`src/rtl/p_mul_seq_pkg.sv`:
```
// Shared types and constants for the p_mul request sequencer: FSM states,
// request op codes, legal pack-width encodings.
package p_mul_seq_pkg;

    typedef enum logic [1:0] {
        ST_IDLE = 2'd0,
        ST_LO   = 2'd1,
        ST_HI   = 2'd2,
        ST_RSP  = 2'd3
    } state_e;

    typedef enum logic [1:0] {
        OP_NULL = 2'b00,
        OP_LO   = 2'b01,
        OP_HI   = 2'b10,
        OP_BOTH = 2'b11
    } op_e;

    localparam logic [4:0] PW_32 = 5'b00001;
    localparam logic [4:0] PW_16 = 5'b00010;

    function automatic logic pw_legal(input logic [4:0] pw);
        return (pw == PW_32) || (pw == PW_16);
    endfunction

endpackage

```
`src/rtl/p_mul_seq_if.sv`:
```
// Bundle of the request, response and p_mul-side handshakes of p_mul_seq.
// master is the sequencer itself; slave is the issue stage plus p_mul.
interface p_mul_seq_if;

    logic        req_valid;
    logic        req_ready;
    logic [1:0]  req_op;
    logic [4:0]  req_pw;
    logic        req_clmul;
    logic [31:0] req_crs1;
    logic [31:0] req_crs2;

    logic        rsp_valid;
    logic        rsp_ready;
    logic [31:0] rsp_lo;
    logic [31:0] rsp_hi;
    logic        rsp_err;

    logic        mul_valid;
    logic        mul_ready;
    logic        mul_l;
    logic        mul_h;
    logic        mul_clmul;
    logic [4:0]  mul_pw;
    logic [31:0] mul_crs1;
    logic [31:0] mul_crs2;
    logic [31:0] mul_result;

    modport master (
        input  req_valid, req_op, req_pw, req_clmul, req_crs1, req_crs2,
        input  rsp_ready, mul_ready, mul_result,
        output req_ready, rsp_valid, rsp_lo, rsp_hi, rsp_err,
        output mul_valid, mul_l, mul_h, mul_clmul, mul_pw, mul_crs1, mul_crs2
    );

    modport slave (
        output req_valid, req_op, req_pw, req_clmul, req_crs1, req_crs2,
        output rsp_ready, mul_ready, mul_result,
        input  req_ready, rsp_valid, rsp_lo, rsp_hi, rsp_err,
        input  mul_valid, mul_l, mul_h, mul_clmul, mul_pw, mul_crs1, mul_crs2
    );

endinterface

```
`src/rtl/p_mul_seq_wdog.sv`:
```
// Watchdog for one p_mul handshake: counts stalled cycles and flags when the
// count has reached MAX_WAIT-1, at which point the caller aborts.
module p_mul_seq_wdog #(
    parameter int unsigned MAX_WAIT = 64
) (
    input  logic clock,
    input  logic reset,
    input  logic clear,
    input  logic enable,
    output logic expired
);

    localparam logic [7:0] LIMIT = 8'(MAX_WAIT - 1);

    logic [7:0] cnt_q, cnt_d;

    assign expired = (cnt_q == LIMIT);

    // Holds at the limit so a late ready on the limit cycle still sees it.
    always_comb begin
        cnt_d = cnt_q;
        if (clear) begin
            cnt_d = '0;
        end else if (enable && !expired) begin
            cnt_d = cnt_q + 8'd1;
        end
    end

    always_ff @(posedge clock) begin
        if (reset) begin
            cnt_q <= '0;
        end else begin
            cnt_q <= cnt_d;
        end
    end

endmodule

```
`src/rtl/p_mul_seq.sv`:
```
// Request sequencer in front of p_mul: drives the low and/or high product
// half, assembles a 64-bit result and returns it in one response handshake.
module p_mul_seq
    import p_mul_seq_pkg::*;
#(
    parameter int unsigned MAX_WAIT = 64
) (
    input  logic        clock,
    input  logic        reset,
    p_mul_seq_if.master sif
);

    state_e      state_q, state_d;
    op_e         op_q, op_d;
    logic [4:0]  pw_q, pw_d;
    logic        clmul_q, clmul_d;
    logic [31:0] crs1_q, crs1_d;
    logic [31:0] crs2_q, crs2_d;
    logic [31:0] rsp_lo_q, rsp_lo_d;
    logic [31:0] rsp_hi_q, rsp_hi_d;
    logic        rsp_err_q, rsp_err_d;

    logic in_mul;
    logic mul_hs;
    logic wd_clear;
    logic wd_enable;
    logic wd_expired;

    assign in_mul    = (state_q == ST_LO) || (state_q == ST_HI);
    assign mul_hs    = in_mul && sif.mul_ready;
    assign wd_clear  = !in_mul || mul_hs;
    assign wd_enable = in_mul && !sif.mul_ready;

    p_mul_seq_wdog #(
        .MAX_WAIT(MAX_WAIT)
    ) u_wdog (
        .clock  (clock),
        .reset  (reset),
        .clear  (wd_clear),
        .enable (wd_enable),
        .expired(wd_expired)
    );

    always_comb begin
        // NOTE: every _d starts as its _q, so no branch can leave a latch behind.
        state_d   = state_q;
        op_d      = op_q;
        pw_d      = pw_q;
        clmul_d   = clmul_q;
        crs1_d    = crs1_q;
        crs2_d    = crs2_q;
        rsp_lo_d  = rsp_lo_q;
        rsp_hi_d  = rsp_hi_q;
        rsp_err_d = rsp_err_q;

        case (state_q)
            ST_IDLE: begin
                if (sif.req_valid) begin
                    op_d      = op_e'(sif.req_op);
                    pw_d      = sif.req_pw;
                    clmul_d   = sif.req_clmul;
                    crs1_d    = sif.req_crs1;
                    crs2_d    = sif.req_crs2;
                    rsp_lo_d  = '0;
                    rsp_hi_d  = '0;
                    rsp_err_d = 1'b0;
                    if (!pw_legal(sif.req_pw)) begin
                        state_d   = ST_RSP;
                        rsp_err_d = 1'b1;
                    end else begin
                        case (op_e'(sif.req_op))
                            OP_NULL: state_d = ST_RSP;
                            OP_HI:   state_d = ST_HI;
                            default: state_d = ST_LO;
                        endcase
                    end
                end
            end
            ST_LO: begin
                if (sif.mul_ready) begin
                    rsp_lo_d = sif.mul_result;
                    state_d  = (op_q == OP_BOTH) ? ST_HI : ST_RSP;
                end else if (wd_expired) begin
                    state_d   = ST_RSP;
                    rsp_err_d = 1'b1;
                end
            end
            ST_HI: begin
                if (sif.mul_ready) begin
                    rsp_hi_d = sif.mul_result;
                    state_d  = ST_RSP;
                end else if (wd_expired) begin
                    state_d   = ST_RSP;
                    rsp_err_d = 1'b1;
                end
            end
            default: begin
                if (sif.rsp_ready) begin
                    state_d = ST_IDLE;
                end
            end
        endcase
    end

    // NOTE: sequential state uses <= so every flop samples pre-edge values.
    always_ff @(posedge clock) begin
        if (reset) begin
            state_q   <= ST_IDLE;
            op_q      <= OP_NULL;
            pw_q      <= '0;
            clmul_q   <= 1'b0;
            crs1_q    <= '0;
            crs2_q    <= '0;
            rsp_lo_q  <= '0;
            rsp_hi_q  <= '0;
            rsp_err_q <= 1'b0;
        end else begin
            state_q   <= state_d;
            op_q      <= op_d;
            pw_q      <= pw_d;
            clmul_q   <= clmul_d;
            crs1_q    <= crs1_d;
            crs2_q    <= crs2_d;
            rsp_lo_q  <= rsp_lo_d;
            rsp_hi_q  <= rsp_hi_d;
            rsp_err_q <= rsp_err_d;
        end
    end

    // Handshake outputs come from state only; req_ready is also held low in reset.
    assign sif.req_ready = (state_q == ST_IDLE) && !reset;
    assign sif.rsp_valid = (state_q == ST_RSP);
    assign sif.mul_valid = in_mul;
    assign sif.mul_l     = (state_q == ST_LO);
    assign sif.mul_h     = (state_q == ST_HI);

    assign sif.rsp_lo    = rsp_lo_q;
    assign sif.rsp_hi    = rsp_hi_q;
    assign sif.rsp_err   = rsp_err_q;
    assign sif.mul_clmul = clmul_q;
    assign sif.mul_pw    = pw_q;
    assign sif.mul_crs1  = crs1_q;
    assign sif.mul_crs2  = crs2_q;

endmodule

```
`src/flat_wrapper.sv`:
```
// flat-port wrapper written by rule: the top's interface ports become plain ports
module p_mul_seq_flat import p_mul_seq_pkg::*;
#(
    parameter int unsigned MAX_WAIT = 64
)
  (clock, reset, sif_req_valid, sif_req_op, sif_req_pw, sif_req_clmul, sif_req_crs1, sif_req_crs2, sif_rsp_ready, sif_mul_ready, sif_mul_result, sif_req_ready, sif_rsp_valid, sif_rsp_lo, sif_rsp_hi, sif_rsp_err, sif_mul_valid, sif_mul_l, sif_mul_h, sif_mul_clmul, sif_mul_pw, sif_mul_crs1, sif_mul_crs2);
  p_mul_seq_if sif_i ();
  input  logic clock;
  input  logic reset;
  input wire logic [$bits(sif_i.req_valid)-1:0] sif_req_valid;
  input wire logic [$bits(sif_i.req_op)-1:0] sif_req_op;
  input wire logic [$bits(sif_i.req_pw)-1:0] sif_req_pw;
  input wire logic [$bits(sif_i.req_clmul)-1:0] sif_req_clmul;
  input wire logic [$bits(sif_i.req_crs1)-1:0] sif_req_crs1;
  input wire logic [$bits(sif_i.req_crs2)-1:0] sif_req_crs2;
  input wire logic [$bits(sif_i.rsp_ready)-1:0] sif_rsp_ready;
  input wire logic [$bits(sif_i.mul_ready)-1:0] sif_mul_ready;
  input wire logic [$bits(sif_i.mul_result)-1:0] sif_mul_result;
  output wire logic [$bits(sif_i.req_ready)-1:0] sif_req_ready;
  output wire logic [$bits(sif_i.rsp_valid)-1:0] sif_rsp_valid;
  output wire logic [$bits(sif_i.rsp_lo)-1:0] sif_rsp_lo;
  output wire logic [$bits(sif_i.rsp_hi)-1:0] sif_rsp_hi;
  output wire logic [$bits(sif_i.rsp_err)-1:0] sif_rsp_err;
  output wire logic [$bits(sif_i.mul_valid)-1:0] sif_mul_valid;
  output wire logic [$bits(sif_i.mul_l)-1:0] sif_mul_l;
  output wire logic [$bits(sif_i.mul_h)-1:0] sif_mul_h;
  output wire logic [$bits(sif_i.mul_clmul)-1:0] sif_mul_clmul;
  output wire logic [$bits(sif_i.mul_pw)-1:0] sif_mul_pw;
  output wire logic [$bits(sif_i.mul_crs1)-1:0] sif_mul_crs1;
  output wire logic [$bits(sif_i.mul_crs2)-1:0] sif_mul_crs2;
  assign sif_i.req_valid = sif_req_valid;
  assign sif_i.req_op = sif_req_op;
  assign sif_i.req_pw = sif_req_pw;
  assign sif_i.req_clmul = sif_req_clmul;
  assign sif_i.req_crs1 = sif_req_crs1;
  assign sif_i.req_crs2 = sif_req_crs2;
  assign sif_i.rsp_ready = sif_rsp_ready;
  assign sif_i.mul_ready = sif_mul_ready;
  assign sif_i.mul_result = sif_mul_result;
  assign sif_req_ready = sif_i.req_ready;
  assign sif_rsp_valid = sif_i.rsp_valid;
  assign sif_rsp_lo = sif_i.rsp_lo;
  assign sif_rsp_hi = sif_i.rsp_hi;
  assign sif_rsp_err = sif_i.rsp_err;
  assign sif_mul_valid = sif_i.mul_valid;
  assign sif_mul_l = sif_i.mul_l;
  assign sif_mul_h = sif_i.mul_h;
  assign sif_mul_clmul = sif_i.mul_clmul;
  assign sif_mul_pw = sif_i.mul_pw;
  assign sif_mul_crs1 = sif_i.mul_crs1;
  assign sif_mul_crs2 = sif_i.mul_crs2;
  p_mul_seq #(.MAX_WAIT(MAX_WAIT)) u_core (.clock(clock), .reset(reset), .sif(sif_i));
endmodule
```
`config.mk`:
```
export PLATFORM = sky130hd
export DESIGN_NAME = p_mul_seq_flat
export DESIGN_NICKNAME = d
export VERILOG_FILES = /design/src/rtl/p_mul_seq_pkg.sv /design/src/rtl/p_mul_seq_if.sv /design/src/rtl/p_mul_seq_wdog.sv /design/src/rtl/p_mul_seq.sv /design/src/flat_wrapper.sv
export SDC_FILE = /design/constraint.sdc
export NUM_CORES = 1
export LEC_CHECK = 0
export CAP_MARGIN = 10
export CORE_MARGIN = 2
export CORE_UTILIZATION = 31
export DETAILED_ROUTE_END_ITERATION = 10
export GPL_TIMING_DRIVEN = 0
export PLACE_DENSITY_LB_ADDON = 0.15
export SLEW_MARGIN = 15
export SYNTH_ARGS = -nofsm -noshare
export SYNTH_HDL_FRONTEND = slang
export SYNTH_SLANG_ARGS = --single-unit
export TNS_END_PERCENT = 10
```
`constraint.sdc`:
```
create_clock -name clock -period 2.7 [get_ports clock]
set_input_delay 0.54 -clock clock [delete_from_list [all_inputs] [get_ports clock]]
set_output_delay 0.54 -clock clock [all_outputs]
set_load 0.01 [all_outputs]
```
Word level (Yosys, flattened, before mapping)
Cells that the tools add are included.
{"block": "classes", "eq_ne": 13, "reduce_logical": 24, "addsub": 1, "mux": 18}
{"operator": "32-bit case mux with 2 select lines", "count": 2}
{"operator": "32-bit 2-to-1 mux", "count": 2}
{"operator": "2-bit 2-to-1 mux", "count": 6}
{"operator": "8-bit by 1-bit adder with 8-bit output (second input constant)", "count": 1}
{"operator": "2-bit equality test (second input constant)", "count": 4}
{"operator": "8-bit by 6-bit equality test with 1-bit output (second input constant)", "count": 1}
{"operator": "2-bit != test (second input constant)", "count": 4}
{"operator": "2-bit case mux with 3 select lines", "count": 1}
{"operator": "3-bit AND reduction", "count": 2}
{"operator": "2-bit nonzero test", "count": 3}
{"operator": "5-bit by 1-bit equality test with 1-bit output (second input constant)", "count": 1}
{"operator": "5-bit by 2-bit equality test with 1-bit output (second input constant)", "count": 1}
{"operator": "1-bit 2-to-1 mux", "count": 5}
{"operator": "1-bit logical AND", "count": 4}
{"operator": "1-bit logical NOT", "count": 4}
{"operator": "2-bit logical NOT", "count": 2}
{"operator": "2-bit case mux with 2 select lines", "count": 1}
{"operator": "2-bit AND reduction", "count": 2}
{"operator": "4-bit AND reduction", "count": 1}
{"operator": "4-bit nonzero test", "count": 1}
{"operator": "2-bit OR reduction", "count": 2}
{"operator": "1-bit logical OR", "count": 3}
{"operator": "2-bit by 1-bit equality test with 1-bit output (second input constant)", "count": 1}
{"operator": "2-bit by 1-bit != test with 1-bit output (second input constant)", "count": 1}
{"operator": "1-bit case mux with 2 select lines", "count": 1}
{"block": "word_totals", "elab_cells": 66, "input_bits": 109, "reg_bits": 147, "out_inout_bits": 140}

Logic depth before layout (Yosys ltp)
Gate-level depths: netlist (run 1).
{"block": "logic_depth", "depth_word": 5, "mapped_depth": 8, "depth_no_buf": 6}

By module
From an unflattened synthesis (run 1), not the netlist that was laid out.
{"block": "unflattened", "hier_cells": 696, "hier_area_um2": 5604.1}
{"mod": "p_mul_seq", "seq_area_each_um2": 2782.7, "area_each_um2": 5196.2, "instances": 1, "cells_each": 649}
{"mod": "p_mul_seq_wdog", "seq_area_each_um2": 160.2, "area_each_um2": 407.9, "instances": 1, "cells_each": 47}

Worst setup path after synthesis (run 1)
OpenSTA, ideal clock, no wires.
{"block": "synth_timing", "kind": "input to output", "startpoint": "input reset", "endpoint": "output sif_req_ready", "setup_slack_ps": 983, "path_buffers": 2, "t_arrival_ps": 1177, "path_stages": 3, "required_time_ps": 2160, "cell_sequence": "clkbuf_1 clkbuf_1 nor2_1"}
{"block": "synth_between", "elab_chain_cells": 2}
{"element": "start: declaration", "line": "flat_wrapper.sv:9", "source": "input logic reset;"}
{"element": "1-bit logical NOT", "line": "p_mul_seq.sv:131", "source": "assign sif.req_ready = (state_q == ST_IDLE) && !reset;"}
{"element": "1-bit logical AND", "line": "p_mul_seq.sv:131"}
{"element": "end: declaration", "line": "flat_wrapper.sv:19", "source": "output wire logic [$bits(sif_i.req_ready)-1:0] sif_req_ready;"}
No other way between the ends.

Worst setup path after layout (run 1)
{"block": "layout_timing", "startpoint": "register u_core.state_q[0]", "endpoint": "output sif_req_ready"}
{"block": "layout_between", "elab_chain_cells": 2}
{"element": "start: declaration", "line": "p_mul_seq.sv:13", "source": "state_e state_q, state_d;"}
{"element": "start signal: assignment", "line": "p_mul_seq.sv:118", "source": "state_q <= state_d;"}
{"element": "2-bit logical NOT", "line": "p_mul_seq.sv:131"}
{"element": "1-bit logical AND", "line": "p_mul_seq.sv:131"}
No other way between the ends.

==> impl_metrics.csv, run 1 <==
group,metric,value,unit
outcome,status,"complete, no violations",
floorplanning,die_area,19300,um2
grt,grt_first_pass_wirelength,30.0,mm
pwr,ir_drop,0.447,mV
yosys,syn_avg_cell_area,8.21,um2
yosys,ys_warn_count,0,
clock_network,htreeDepth,4,
grt,grt_max_degree,17,
pwr,power.switching,2420,uW
layout,final_util,50.3,%
worst_hold_path,worstHoldPathType,"flop to flop",
layout,fillers,1774,
critical_path,reg2reg_to,"u_core.sif.mul_crs1[13]",
sta,worst_slack,0.125,ns
yosys,ys_ff_latch,147,
placement,portBuffers,248,
route,ant_nets,0,
route,vias_per_cell,4.66,
flow_run,cap_violations,0,
sta,hold_violations,0,
clock_network,cts_tree,"built",
floorplanning,die_width,139,um
layout,final_common_cell,"clkdlybuf4s50_1",
clock_network,worstSkewPairLatency,0.42,ns
critical_path,required,2.16,ns
sta,slew_viol_final,0,
yosys,synth_cell_types,43,
floorplanning,die_y,139,um
critical_path,worst-path-max-fanout,7,
worst_hold_path,min_from,"u_core.sif.rsp_lo[29]",
placement,place_congestion,0.782,
pwr,p_total,7270,uW
pwr,seqPwrFrac,35.4,%
clock_network,path_clk_slew,0.06,ns
floorplanning,io_pins,249,
route,wl_per_cell,15.6,um
clock_network,numCtsBuffers,17,
sta,setup_viol,0,
route,first_pass_iters,4,
pwr,switching_share,33.2,%
worst_hold_path,whs_endpoint,"u_core.sif.rsp_lo[29]",
critical_path,r2r-start,"u_core.state_q[0]",
critical_path,worst_setup_path_start_kind,"flop",
sta,tightestPinTransition,0.711,ns
route,dr.first_iter.drc_count,205,
pwr,p_clk_share,31.0,%
layout,antennaDiodeCount,0,
worst_hold_path,worstHoldPathCells,2,
clock_network,cts_setup_buffers,0,
layout,drive_above_1_share,7.33,%
layout,fin_nets,1070,
grt,grt_overflow,0,
critical_path,critPathKind,"flop to primary output",
sta,fin_crit,2.58,ns
critical_path,worstSetupEndpointType,"primary output",
sta,clock_skew,0.00989,ns
sta,period_share,95.4,%
grt,grtUsageTotal,19.5,%
layout,area_growth,59.2,%
critical_path,reg2reg_slack,0.73,ns
floorplanning,core_area,17900,um2
grt,antenna_found_initial,0,
critical_path,critPathLaunch,"u_core.state_q[0]",
sta,slew_headroom,52.6,%
route,vias,5576,
placement,dp_hpwl,14.1,mm
critical_path,rr_worst_depth,6,
floorplanning,num_rows,49,
yosys,synthesis.area,5650,um2
grt,grt_pass1_vias,5679,
clock_network,clk_path_buf_depth,2,
layout,final_cell_mix,"clkdlybuf4s50_1 (247), nand2_1 (213), dfxtp_1 (147)",
yosys,synth.net_count,803,
critical_path,cp.arrival,2.04,ns
placement,post-place-ws,-0.601,ns
pwr,p_int,4860,uW
yosys,synth_seq_area_share,52.1,%
pwr,power.density,809,nW/um2
clock_network,cts.sinks,147,
route,wl,18.7,mm
clock_network,root_buffer,"clkbuf_16",
pwr,combPwrFrac,33.6,%
sta,timing.fmax,388,MHz
sta,rsz0062_at_grt,"no",
route,drc_errors,0,
yosys,syn_inst,688,
floorplanning,start_util,31.6,%
pwr,p_leak,0.00320,uW
==> power groups by stage <==
stage	logic, uW	clock network [uW]	registers [uW]
after CTS	2480	2310	2580
after detailed placement	2460	0	2630
final	2440	2250	2580
after global routing	2670	2410	2610
after global placement	2470	0	2620
after floorplan	1240	0	2730
==> metrics by stage <==
stage                     hold slack [ns]  setup TNS (ns)  area [um2]  std cells
after global routing                0.461               0        9000       1197
after CTS                           0.451               0        9000       1197
after detailed placement            0.442          -0.601        8420       1165
after global placement              0.438          -0.593        8420       1165
final                               0.448               0        9000       1197
after floorplan                     0.437               0        5650        688
==> cell type report <==
class                           instances  area, um2  share of cell area (%)
Multi-Input combinational cell        475       2360                    26.3
Tap cell                              229        287                    3.18
Sequential cell                       147       2940                    32.7
Clock buffer                           21        460                    5.12
Timing Repair Buffer                  248       2480                    27.6
Inverter                                7       26.3                   0.292
Buffer                                 59        332                    3.69
Clock inverter                         11        103                    1.14
==> routing by layer <==
layer | routed length, um | part of all wire (%) | global-route usage, %
met5 | 0 | 0 | 0
met3 | 1670 | 8.9 | 8.08
met1 | 8050 | 43 | 23.0
met2 | 8790 | 47 | 32.4
met4 | 212 | 1.1 | 5.85
==> cells in the mapped netlist <==
cell / n / area [um2]
a211o_1: 1 / 8.76
a21o_1: 1 / 7.51
a21oi_1: 140 / 701
a31oi_1: 1 / 6.26
a32o_1: 1 / 10.0
and2_1: 1 / 6.26
and2b_1: 1 / 7.51
and3_1: 2 / 12.5
and4b_1: 1 / 10.0
and4bb_4: 1 / 16.3
buf_1: 6 / 22.5
buf_2: 17 / 85.1
buf_4: 8 / 60.1
buf_6: 6 / 67.6
clkbuf_1: 22 / 82.6
dfxtp_1: 147 / 2940
ha_1: 6 / 75.1
inv_1: 7 / 26.3
mux2_4: 2 / 30.0
mux2i_1: 2 / 20.0
nand2_1: 213 / 800
nand2_4: 2 / 22.5
nand2b_1: 2 / 12.5
nand2b_2: 1 / 8.76
nand3_1: 4 / 20.0
nand4_1: 65 / 407
nand4b_1: 1 / 8.76
nor2_1: 8 / 30.0
nor2_2: 1 / 6.26
nor2b_1: 1 / 6.26
nor3_1: 3 / 15.0
nor3b_1: 1 / 7.51
o211a_1: 1 / 10.0
o21ai_0: 1 / 5.00
o21ai_1: 1 / 5.00
o21bai_1: 1 / 7.51
o221ai_1: 1 / 8.76
o22ai_1: 1 / 6.26
o311a_1: 1 / 10.0
o41ai_2: 1 / 16.3
or3_1: 1 / 6.26
xnor2_1: 2 / 17.5
xor2_1: 2 / 17.5
==> kinds of logic (layout without fill, tap and decap cells) <==
family,after synthesis,after routing,synth area share (%)
and+or+nand+nor,309,309,24.8
xor gates and xnor gates,4,4,0.620
buffers and inverters,66,346,6.09
adders and majority gates,6,6,1.33
muxes,4,4,0.886
DFF,147,147,52.1
AOI/OAI and AO/OA,152,152,14.2
==> worst max-delay path, stage by stage (launching register included) <==
cell and delay (ns):
dfxtp_1 0.34, inv_1 0.12, ha_1 0.37, inv_1 0.14
nor2_1 0.12, clkdlybuf4s50_1 0.54
==> flip-flops by register name, indices dropped and copies added, names as in the netlist, 2 cells and up <==
register	cells
u_core.u_wdog.cnt_q	8
u_core.state_q	2
u_core.op_q	2
u_core.sif.rsp_hi	32
u_core.sif.rsp_lo	32
u_core.sif.mul_crs2	32
u_core.sif.mul_crs1	32
u_core.sif.mul_pw	5
==> repair_timing <==
action                                  in CTS  in global routing
endpoints found under the setup margin       1                  0
gates resized for setup                      6                  0
hold buffers                                 0                  0
==> worst max path at each step <==
stage,end,slack (ns)
6_report,sif_req_ready,0.12
5_1_grt,sif_req_ready,0.03
3_5_place_dp,sif_req_ready,-0.60
2_1_floorplan,sif_req_ready,0.98
4_1_cts,sif_req_ready,0.12
3_3_place_gp,sif_req_ready,-0.59
(Power assumes the default switching activity.)
==> inputs of run 2 (changes only) <==
DONT_BUFFER_PORTS = 1   (was default)
==> run 2 against run 1 <==
Final area down 27%. Power down 6.8%. Clock power up 7%. Via count down 12%. Largest cell class unchanged. Routed wire length down 3.8%. Count of clock-buffer cells in the layout unchanged. Non-clock buffer count down 248. Register-to-register slack worse by 0.03 ns. Sequential share of layout area up 12 points. Sequential cell count unchanged. Largest power group unchanged. Setup slack better by 0.33 ns. Fmax up 15%.
==> impl_metrics.csv, run 2 (synthesized netlist as in run 1, its figures left out) <==
group,metric,value,unit
outcome,status,"complete, no violations",
pwr,p_total,6780,uW
pwr,power.density,1040,nW/um2
route,dr.first_iter.drc_count,238,
clock_network,path_clk_slew,0.06,ns
floorplanning,start_util,31.6,%
sta,period_share,83.0,%
clock_network,worstSkewPairLatency,0.42,ns
clock_network,numCtsBuffers,17,
critical_path,worst_setup_path_start_kind,"input port",
placement,dp_hpwl,13.8,mm
grt,use_met3,9.15,%
sta,slew_viol_final,0,
grt,grt_first_pass_wirelength,28.1,mm
route,wl_per_cell,19.0,um
sta,tightestPinTransition,0.678,ns
sta,worst_slack,0.458,ns
clock_network,clk_path_buf_depth,2,
pwr,p_leak,0.00230,uW
placement,place_congestion,0.818,
sta,clock_skew,0.00931,ns
sta,setup_viol,0,
sta,hold_ws,0.249,ns
layout,drive_above_1_share,9.86,%
sta,fin_crit,2.24,ns
clock_network,ctsHoldBuffers,0,
pwr,seqPwrFrac,40.7,%
grt,use_met1,20.1,%
layout,area_growth,15.8,%
clock_network,htreeDepth,4,
pwr,combPwrFrac,23.7,%
sta,slew_headroom,54.8,%
flow_run,cap_violations,0,
pwr,p_int,4440,uW
critical_path,critPathKind,"input port to primary output",
sta,rsz0062_at_grt,"no",
layout,final_cell_mix,"nand2_1 (213), dfxtp_1 (147), a21oi_1 (140)",
critical_path,worstSetupEndpointType,"primary output",
clock_network,cts_tree,"built",
route,ant_nets,0,
layout,antennaDiodeCount,0,
grt,grt_overflow,0,
clock_network,cts.sinks,147,
sta,hold_violations,0,
pwr,switching_share,34.5,%
pwr,power.switching,2340,uW
critical_path,required,2.16,ns
floorplanning,die_y,139,um
critical_path,worst-path-max-fanout,10,
route,wl,18.0,mm
grt,grtUsageMet2,31.3,%
layout,fin_nets,822,
worst_hold_path,worstHoldPathType,"input port to flop",
route,drc_errors,0,
route,vias,4916,
clock_network,cts_setup_buffers,0,
layout,final_common_cell,"nand2_1",
grt,grt_max_degree,17,
grt,busiest_layer,"met2",
floorplanning,die_area,19300,um2
floorplanning,io_pins,249,
floorplanning,core_area,17900,um2
clock_network,root_buffer,"clkbuf_16",
pwr,p_clk_share,35.5,%
route,vias_per_cell,5.18,
grt,grt_pass1_vias,4927,
pwr,ir_drop,0.452,mV
grt,antenna_found_initial,0,
sta,timing.fmax,446,MHz
grt,grtUsageTotal,18.5,%
clock_network,cts.repair.resized,0,
placement,post-place-ws,0.403,ns
critical_path,cp.arrival,1.70,ns
sta,setup_tns,0,ns
floorplanning,num_rows,49,
route,first_pass_iters,4,
placement,portBuffers,0,
floorplanning,die_width,139,um
-- run 2: cell count changes in the layout (fill, tap and decap cells not counted) --
cell             change
clkdlybuf4s50_1    -247
dlygate4sd2_1        -1
bufinv_16            +1
clkbuf_8             +1
clkbuf_4             -1
clkinv_4             -1
-- run 2: routing by layer --
layer | wire length (um) | vias up
li1 | - | 2400
met1 | 7070 | 2286
met2 | 8610 | 207
met3 | 2000 | 23
met4 | 337 | 0
met5 | 0 | -
-- run 2: through the flow --
stage	cell area [um2]	std cells	util [%]
floorplan	5650	688	-
global placement	5940	917	33.2
CTS	6540	949	36.5
finish	6540	949	36.5
global route	6540	949	36.5
detailed placement	5940	917	33.2
-- run 2: layout make-up --
class / count / area, um2
clock inverters: 11 / 124
multi-input cells: 475 / 2360
flip-flops and latches: 147 / 2940
fillers: 1876 / 11400
plain buffers: 59 / 318
clock buffers: 21 / 480
inverters: 7 / 26.3
well taps: 229 / 287
-- run 2: worst paths after layout --
check                    start                      to  slack (ns)  cells past startpoint
max reg2reg  u_core.state_q[0]  u_core.sif.mul_crs1[1]        0.70                      6
max                      reset           sif_req_ready        0.46                      3
min            sif_req_crs2[9]  u_core.sif.mul_crs2[9]        0.25                      2
min reg2reg     u_core.op_q[1]          u_core.op_q[1]        0.46                      2
-- run 2: critical path: stages --
cell      delay, ns
clkbuf_1       0.47
clkbuf_1       0.52
nor2_1         0.17
-- run 2: power groups by stage --
stage | registers [uW] | clock network (uW) | logic (uW)
after global routing | 2800 | 2570 | 1800
after detailed placement | 2810 | 0 | 1630
after floorplan | 2730 | 0 | 1240
after global placement | 2810 | 0 | 1590
final | 2760 | 2410 | 1610
after CTS | 2770 | 2470 | 1630
==> inputs of run 3 (changes only) <==
clock period = 2 ns   (was 2.7 ns; I/O delays follow)
==> run 3 against run 2 <==
Power grew 35%. Via count is essentially flat. Non-clock buffer count is the same. Global-route usage is essentially flat. Sequential power grew 35%. Sequential share of layout area shrank 0.069 points. Worst hold slack lost 0.14 ns. Cell count is the same. Critical path type is now flop to primary output. Largest cell class unchanged. Largest power group unchanged.
==> impl_metrics.csv, run 3 (synthesized netlist as in run 1, its figures left out) <==
group,metric,value,unit
critical_path,required,1.60,ns
clock_network,htreeDepth,4,
layout,fin_nets,822,
clock_network,worstSkewPairLatency,0.42,ns
layout,area_growth,15.9,%
sta,worst_slack,0.114,ns
route,drc_errors,0,
critical_path,crit_chain,"inv_1, ha_2, inv_1, nor2_1",
floorplanning,die_y,139,um
flow_run,cap_violations,0,
route,ant_nets,0,
clock_network,path_clk_slew,0.06,ns
critical_path,critical_path.slowest_cell,"dfxtp_1",
floorplanning,die_width,139,um
floorplanning,die_area,19300,um2
route,vias_per_cell,5.18,
sta,setup_tns,0,ns
grt,grtUsageTotal,18.5,%
sta,clock_skew,0.00863,ns
pwr,power.density,1400,nW/um2
pwr,ir_drop,0.612,mV
placement,place_congestion,0.818,
sta,timing.fmax,530,MHz
sta,fin_crit,1.89,ns
route,wl_per_cell,19.0,um
layout,final_common_cell,"nand2_1",
sta,tightestPinTransition,0.679,ns
critical_path,crit_top_cell,"inv_1",
critical_path,worstSetupEndpointType,"primary output",
critical_path,worst_setup_path_start_kind,"flop",
grt,grt_first_pass_wirelength,28.1,mm
floorplanning,num_rows,49,
route,wl,18.0,mm
sta,setup_viol,0,
clock_network,cts_tree,"built",
sta,slew_headroom,54.7,%
clock_network,numCtsBuffers,17,
clock_network,cts.sinks,147,
worst_hold_path,worstHoldPathCells,2,
layout,drive_above_1_share,10.4,%
clock_network,clk_path_buf_depth,2,
worst_hold_path,worstHoldPathType,"input port to flop",
pwr,p_leak,0.00231,uW
critical_path,rr_worst_depth,8,
floorplanning,io_pins,249,
critical_path,cp.arrival,1.49,ns
critical_path,slowest_delay,0.34,ns
placement,portBuffers,0,
sta,hold_violations,0,
grt,antenna_found_initial,0,
grt,grt_max_degree,17,
layout,design_area,6550,um2
placement,dp_hpwl,13.8,mm
placement,post_dp_cell_area,5940,um2
critical_path,worst-path-max-fanout,7,
route,dr.first_iter.drc_count,226,
sta,period_share,94.3,%
outcome,status,"complete, no violations",
layout,final_cell_mix,"nand2_1 (212), dfxtp_1 (147), a21oi_1 (140)",
critical_path,critPathKind,"flop to primary output",
grt,grt_pass1_vias,4928,
route,vias,4918,
layout,antennaDiodeCount,0,
pwr,p_total,9170,uW
placement,post-place-ws,-0.0172,ns
grt,grt_overflow,0,
clock_network,root_buffer,"clkbuf_16",
floorplanning,core_area,17900,um2
route,first_pass_iters,4,
sta,slew_viol_final,0,
floorplanning,start_util,31.6,%
sta,hold_ws,0.108,ns
[run 3: cell types whose count changed in the layout (fill, tap and decap cells not counted), sizes merged]
cell,delta
buf,-1
clkbuf,+1
[run 3: worst max-delay path: cells and delay by family (launching register included)]
kind | cells | cell delay, ns
adders and majority gates | 1 | 0.29
buffers and inverters | 2 | 0.22
DFF | 1 | 0.34
and+or+nand+nor | 1 | 0.21
[run 3: power by group]
group          internal (uW)  switching (uW)  leakage (uW)
Clock                   1970            1280      0.000292
Combinational            742            1450      0.000818
Sequential              3290             437       0.00120
[run 3: metal layers]
layer | vias to the layer above | share of wire (%) | global-route usage, % | routed length [um]
met3 | 22 | 11 | 9.15 | 2050
met5 | - | 0 | 0 | 0
met4 | 0 | 1.9 | 6.80 | 337
li1 | 2399 | - | - | -
met1 | 2280 | 39 | 20.1 | 7050
met2 | 217 | 48 | 31.3 | 8580
[run 3: timing repair]
item                                    4_1_cts  5_1_grt
setup buffers                                 0        0
hold buffers                                  0        0
resized for setup                             2        3
endpoints found under the setup margin       16       70
[run 3: cell type report]
| class | count | area [um2] |
|---|---|---|
| well taps | 229 | 287 |
| flip-flops and latches | 147 | 2940 |
| multi-input cells | 475 | 2370 |
| clock buffers | 21 | 480 |
| plain buffers | 59 | 323 |
| inverters | 7 | 26.3 |
| fillers | 1879 | 11300 |
| clock inverters | 11 | 124 |
[run 3: path summary, 6_finish.rpt]
check / end / slack (ns) / start
setup / recovery: sif_req_ready / 0.11 / u_core.state_q[0]
hold reg to reg: u_core.op_q[1] / 0.46 / u_core.op_q[1]
hold / removal: u_core.sif.mul_crs2[9] / 0.11 / sif_req_crs2[9]
setup reg to reg: u_core.sif.rsp_hi[19] / 0.14 / u_core.state_q[0]
[run 3: stage by stage]
step           utilization [%]  cells
3_3_place_gp              33.2    917
3_5_place_dp              33.2    917
4_1_cts                   36.6    949
6_report                  36.6    949
2_1_floorplan                -    688
5_1_grt                   36.6    949
